==> src/rtl/adder_share_sched_if.sv <==
// Request/response bundle between lab-board requesters and the shared bit-serial adder.
// master = requesters plus result consumer; slave = the scheduler.
interface adder_share_sched_if #(
  parameter int NREQ  = 4,
  parameter int WIDTH = 8,
  parameter int IDW   = $clog2(NREQ)
);
  logic [NREQ-1:0]       req_valid;
  logic [NREQ*WIDTH-1:0] req_a;
  logic [NREQ*WIDTH-1:0] req_b;
  logic [NREQ-1:0]       req_cin;
  logic [NREQ-1:0]       req_ready;
  logic                  rsp_valid;
  logic                  rsp_ready;
  logic [IDW-1:0]        rsp_id;
  logic [WIDTH-1:0]      rsp_sum;
  logic                  rsp_cout;

  modport master (
    output req_valid, req_a, req_b, req_cin, rsp_ready,
    input  req_ready, rsp_valid, rsp_id, rsp_sum, rsp_cout
  );

  modport slave (
    input  req_valid, req_a, req_b, req_cin, rsp_ready,
    output req_ready, rsp_valid, rsp_id, rsp_sum, rsp_cout
  );
endinterface

==> src/rtl/adder_share_sched.sv <==
// Round-robin scheduler sharing one 1-bit full adder among NREQ requesters;
// each add runs LSB first, one bit per clock, and returns {cout, sum} with the owner id.
module adder_share_sched #(
  parameter int NREQ  = 4,
  parameter int WIDTH = 8
) (
  input  logic                clk,
  input  logic                rst,
  adder_share_sched_if.slave  bus,
  output logic                busy
);
  localparam int IDW = $clog2(NREQ);
  localparam int XW  = (WIDTH > 1) ? $clog2(WIDTH) : 1;

  typedef enum logic [1:0] {IDLE, ADD, DONE} state_t;

  state_t           state_reg;
  logic [IDW-1:0]   ptr_reg;
  logic [IDW-1:0]   id_reg;
  logic [WIDTH-1:0] a_reg;
  logic [WIDTH-1:0] b_reg;
  logic [WIDTH-1:0] sum_reg;
  logic [XW-1:0]    idx_reg;
  logic             carry_reg;
  logic             cout_reg;
  logic             rsp_valid_reg;
  logic             busy_reg;

  // rot_idx[k] is the requester examined k-th when searching from ptr.
  logic [IDW-1:0]  rot_idx [NREQ];
  logic [NREQ-1:0] rot_req;

  genvar gi;
  generate
    for (gi = 0; gi < NREQ; gi++) begin : g_rot
      logic [IDW:0] raw;
      assign raw          = {1'b0, ptr_reg} + (IDW+1)'(gi);
      assign rot_idx[gi]  = (raw >= (IDW+1)'(NREQ)) ? IDW'(raw - (IDW+1)'(NREQ)) : raw[IDW-1:0];
      assign rot_req[gi]  = bus.req_valid[rot_idx[gi]];
    end
  endgenerate

  logic [IDW-1:0]  gidx;
  logic [NREQ-1:0] grant;
  logic            accept;

  always_comb begin
    gidx = rot_idx[0];
    for (int k = NREQ - 1; k >= 0; k--) begin
      if (rot_req[k]) gidx = rot_idx[k];
    end
    accept = (state_reg == IDLE) && (|rot_req);
    grant  = '0;
    if (accept) grant[gidx] = 1'b1;
  end

  logic           bit_sum;
  logic           bit_carry;
  logic [IDW-1:0] ptr_next;

  assign bit_sum   = a_reg[idx_reg] ^ b_reg[idx_reg] ^ carry_reg;
  assign bit_carry = (a_reg[idx_reg] & b_reg[idx_reg]) | (carry_reg & (a_reg[idx_reg] ^ b_reg[idx_reg]));
  // The just-served requester drops to lowest priority.
  assign ptr_next  = (id_reg == IDW'(NREQ - 1)) ? '0 : id_reg + 1'b1;

  always_ff @(posedge clk) begin
    if (rst) begin
      state_reg     <= IDLE;
      ptr_reg       <= '0;
      id_reg        <= '0;
      a_reg         <= '0;
      b_reg         <= '0;
      sum_reg       <= '0;
      idx_reg       <= '0;
      carry_reg     <= 1'b0;
      cout_reg      <= 1'b0;
      rsp_valid_reg <= 1'b0;
      busy_reg      <= 1'b0;
    end else begin
      case (state_reg)
        IDLE: begin
          if (accept) begin
            a_reg     <= bus.req_a[gidx*WIDTH +: WIDTH];
            b_reg     <= bus.req_b[gidx*WIDTH +: WIDTH];
            carry_reg <= bus.req_cin[gidx];
            id_reg    <= gidx;
            idx_reg   <= '0;
            busy_reg  <= 1'b1;
            state_reg <= ADD;
          end
        end
        ADD: begin
          sum_reg[idx_reg] <= bit_sum;
          carry_reg        <= bit_carry;
          if (idx_reg == XW'(WIDTH - 1)) begin
            cout_reg      <= bit_carry;
            rsp_valid_reg <= 1'b1;
            state_reg     <= DONE;
          end else begin
            idx_reg <= idx_reg + 1'b1;
          end
        end
        DONE: begin
          if (bus.rsp_ready) begin
            rsp_valid_reg <= 1'b0;
            busy_reg      <= 1'b0;
            ptr_reg       <= ptr_next;
            state_reg     <= IDLE;
          end
        end
        default: state_reg <= IDLE;
      endcase
    end
  end

  assign bus.req_ready = grant;
  assign bus.rsp_valid = rsp_valid_reg;
  assign bus.rsp_id    = id_reg;
  assign bus.rsp_sum   = sum_reg;
  assign bus.rsp_cout  = cout_reg;
  assign busy          = busy_reg;
endmodule

==> src/flat_wrapper.sv <==
// flat-port wrapper written by rule: the top's interface ports become plain ports
module adder_share_sched_flat 
#(
  parameter int NREQ  = 4,
  parameter int WIDTH = 8
)
  (clk, rst, busy, bus_req_valid, bus_req_a, bus_req_b, bus_req_cin, bus_rsp_ready, bus_req_ready, bus_rsp_valid, bus_rsp_id, bus_rsp_sum, bus_rsp_cout);
  adder_share_sched_if #(.NREQ(NREQ), .WIDTH(WIDTH)) bus_i ();
  input  logic clk;
  input  logic rst;
  output logic busy;
  input wire logic [$bits(bus_i.req_valid)-1:0] bus_req_valid;
  input wire logic [$bits(bus_i.req_a)-1:0] bus_req_a;
  input wire logic [$bits(bus_i.req_b)-1:0] bus_req_b;
  input wire logic [$bits(bus_i.req_cin)-1:0] bus_req_cin;
  input wire logic [$bits(bus_i.rsp_ready)-1:0] bus_rsp_ready;
  output wire logic [$bits(bus_i.req_ready)-1:0] bus_req_ready;
  output wire logic [$bits(bus_i.rsp_valid)-1:0] bus_rsp_valid;
  output wire logic [$bits(bus_i.rsp_id)-1:0] bus_rsp_id;
  output wire logic [$bits(bus_i.rsp_sum)-1:0] bus_rsp_sum;
  output wire logic [$bits(bus_i.rsp_cout)-1:0] bus_rsp_cout;
  assign bus_i.req_valid = bus_req_valid;
  assign bus_i.req_a = bus_req_a;
  assign bus_i.req_b = bus_req_b;
  assign bus_i.req_cin = bus_req_cin;
  assign bus_i.rsp_ready = bus_rsp_ready;
  assign bus_req_ready = bus_i.req_ready;
  assign bus_rsp_valid = bus_i.rsp_valid;
  assign bus_rsp_id = bus_i.rsp_id;
  assign bus_rsp_sum = bus_i.rsp_sum;
  assign bus_rsp_cout = bus_i.rsp_cout;
  adder_share_sched #(.NREQ(NREQ), .WIDTH(WIDTH)) u_core (.clk(clk), .rst(rst), .bus(bus_i), .busy(busy));
endmodule
==> config.mk <==
export PLATFORM = sky130hd
export DESIGN_NAME = adder_share_sched_flat
export DESIGN_NICKNAME = d
export VERILOG_FILES = /design/src/rtl/adder_share_sched_if.sv /design/src/rtl/adder_share_sched.sv /design/src/flat_wrapper.sv
export SDC_FILE = /design/constraint.sdc
export NUM_CORES = 1
export LEC_CHECK = 0
export CAP_MARGIN = 20
export CORE_ASPECT_RATIO = 1.25
export CORE_MARGIN = 2
export CORE_UTILIZATION = 45
export CTS_CLUSTER_SIZE = 8
export DETAILED_ROUTE_END_ITERATION = 12
export PLACE_DENSITY = 0.83
export SYNTH_ARGS = -nofsm -noshare
export SYNTH_HDL_FRONTEND = slang
export SYNTH_SLANG_ARGS = --single-unit
export TNS_END_PERCENT = 50
==> constraint.sdc <==
create_clock -name clk -period 2.74 [get_ports clk]
set_input_delay 0.411 -clock clk [delete_from_list [all_inputs] [get_ports clk]]
set_output_delay 0.411 -clock clk [all_outputs]
set_load 0.05 [all_outputs]
==> metrics.txt, run 1 <==
type of element launching the critical path=input port; GR peak layer=met2; Min Clock Period, post-route=2670 ps; GRT Overall Usage=0.231; synth warn=0; Yosys cell types=48; Mapped Cells=274; Post-synth EDFFs=0; met2 GRT Util=0.431; Final nets=446; most frequent CP cell=nand2_1; hold endpoint=u_core.bus.rsp_cout; sw frac=0.269; cell family with most CP delay=simple AND/OR/NAND/NOR gates; Peak VDD IR=0.000262 V; register area=741 um2; Net Count, Synth=353; Hold-fix buffers, CTS=0; Worst-Skew Late Latency=290 ps; hold path depth=2; Max Transition Viols Final=0; power per cell area=407 nW/um2; Global Route met1 Usage=0.257; R2R Setup Slk=420 ps; antenna viol nets, final=0; Worst Path Required=2330 ps; chip height=86.4 um; share of layout cells above drive strength 1=0.163; clk_skew=4.95 ps; CTS tree=yes; Vias=2,521; DRC viols=0; clock-pin slew on the worst setup and hold paths=80 ps; fillers=438; Crit path arrival time=2260 ps; commonest non-fill, non-tap cell in the layout=clkdlybuf4s50_1; endpoints failing setup=0; Hold Violations, Final=0; Starting Density=0.459; placed cell areas=3490 um2; Num CTS Buffers=5; final wirelength=6.84 mm; DR pass1 iterations=4; total die area=6040 um2; WS Path Type=in2out; initial antenna violation count=0; status=complete, no violations; Avg Cell Area, Syn=8.92 um2; most frequent cells in the layout=87 x clkdlybuf4s50_1, 37 x dfxtp_1, 31 x nand2_1; slowest stage delay, CP=560 ps; Setup Buffers After CTS=0; Slew Limit Headroom=0.580; hold_sp=u_core.bus.rsp_cout; met3 usage=0.0395; first-pass GRT wire length=11.4 mm; Crit path buffers/inverters=2; hold slack=470 ps; H-tree levels=2; setup TNS=0 ps; TritonCTS sink count=37; Reg power frac=0.400; Clock power frac=0.335; Slew @ Worst Pin=625 ps; Yosys reg bits=37; GRT overflow=0; core area=5330 um2; vias in the first global route=2,551; port bufs=91; LEAKAGE=0.00146 uW; HPWL Detailed=5.25 mm; largest net degree at the start of global routing=17; Finished Cell Area=3610 um2; synthesized area=2440 um2; Net Switching=395 uW; # rows=30; period utilization=0.974; # diodes=0; worst-case clock buffer depth=2; critical path capture point type=primary output; WL per Instance=15.8 um; drt via density=5.84; area of the multi-input gates=1580 um2; critical path peak fanout=6; post-cts gate resize count=0; RR Startpoint=u_core.idx_reg[2]; critical path, cell by cell=clkdlybuf4s50_1 -> and3b_2 -> or4_4 -> nand2_1 -> nand2_1 -> nor2_1 -> buf_12; FF-to-FF path depth=5; top_reg_cell synth=dfxtp_1; synthesis-to-finish area growth=47.7%; sequential share of the synthesized area=0.303; combinational power share=0.265; reg2reg end=u_core.bus.rsp_sum[3]; post-layout util=0.677; max cap viols=0; chip width=69.9 um; Worst path slowest cell=clkdlybuf4s50_1; maximum clock frequency=375 MHz; gp weighted congestion=0.885; IO Count=92; fraction of registers with async set/reset=0; Hold WC Path Type=reg2reg; RSZ-0062 raised after global routing=no; root buf cell=clkbuf_8; Iter 0 DRT Violations=154; P_int=1070 uW
[cell type report]
cell class	instances	share of cell area
inverters	4	0.00416
well taps	64	0.0222
clock buffers	6	0.0229
clock inverters	2	0.0104
multi-input cells	211	0.437
flip-flops and latches	37	0.205
repair buffers	108	0.299
[synth_stat cells, types with 3 or more instances]
cell       n  area share
a21bo_1   10       0.041
a21bo_2    6       0.025
a21oi_1   12       0.025
buf_2      8       0.016
buf_4      4       0.012
clkbuf_1   8       0.012
dfxtp_1   37        0.30
ha_1       3       0.015
inv_1      4      0.0061
mux2i_1   25        0.10
mux4_2     4       0.037
nand2_1   31       0.048
nand3_1   10       0.020
nand4_1   18       0.046
nor2_1    20       0.031
nor2b_1    4       0.010
nor3_1     4      0.0082
o211ai_1   6       0.018
o211ai_2  10       0.051
o31ai_1   16       0.049
[worst max path at each step]
stage,startpoint,end,cells after the start
after global placement,bus_req_valid[3],bus_req_ready[3],7
after CTS,bus_req_valid[3],bus_req_ready[3],7
final,bus_req_valid[3],bus_req_ready[2],7
after detailed placement,bus_req_valid[3],bus_req_ready[3],7
after global routing,bus_req_valid[3],bus_req_ready[2],7
after floorplan,bus_req_valid[0],bus_req_ready[0],5
[stage by stage]
stage	std cells	worst slack, ps	power (uW)
final	432	71.5	1470
after global placement	424	135	975
after floorplan	274	141	801
after CTS	432	81.0	1470
after global routing	432	1.83	1530
after detailed placement	424	84.9	987
[worst register-to-register path, cell delays in order, from the launching register on]
cell	delay (ps)
dfxtp_1	620
mux4_2	390
mux2_2	300
fa_1	730
mux2i_1	120
nor2_1	100
[power by group through the flow]
stage / Combinational, uW / Sequential (uW) / Clock (uW)
3_5_place_dp: 387 / 600 / 0
6_report: 389 / 587 / 492
2_1_floorplan: 188 / 613 / 0
3_3_place_gp: 377 / 599 / 0
5_1_grt: 417 / 592 / 521
4_1_cts: 388 / 587 / 499
[logic make-up after synthesis]
group                      Yosys count  synth area share
muxes                               31             0.148
DFF                                 37             0.303
and+or+nand+nor                    106             0.226
buffers and inverters               26            0.0532
AOI/OAI and AO/OA                   70             0.246
adders and majority gates            4            0.0235
[per-layer routing]
metal,wire [um],part of all wire,up-vias
met2,3660,0.53,106
li1,-,-,1208
met5,0,0,-
met1,2610,0.38,1184
met3,347,0.051,23
met4,221,0.032,0
No activity file was read; power rests on OpenSTA's default activity.
==> run 2, diff against run 1 <==
--- a/config.mk
+++ b/config.mk
@@ -12,6 +12,7 @@
 export CTS_CLUSTER_SIZE = 8
 export DETAILED_ROUTE_END_ITERATION = 12
 export PLACE_DENSITY = 0.83
+export SKIP_LAST_GASP = 1
 export SYNTH_ARGS = -nofsm -noshare
 export SYNTH_HDL_FRONTEND = slang
 export SYNTH_SLANG_ARGS = --single-unit
==> results of run 2 <==
No change in the layout: final DEF, timing and power equal those of run 1.
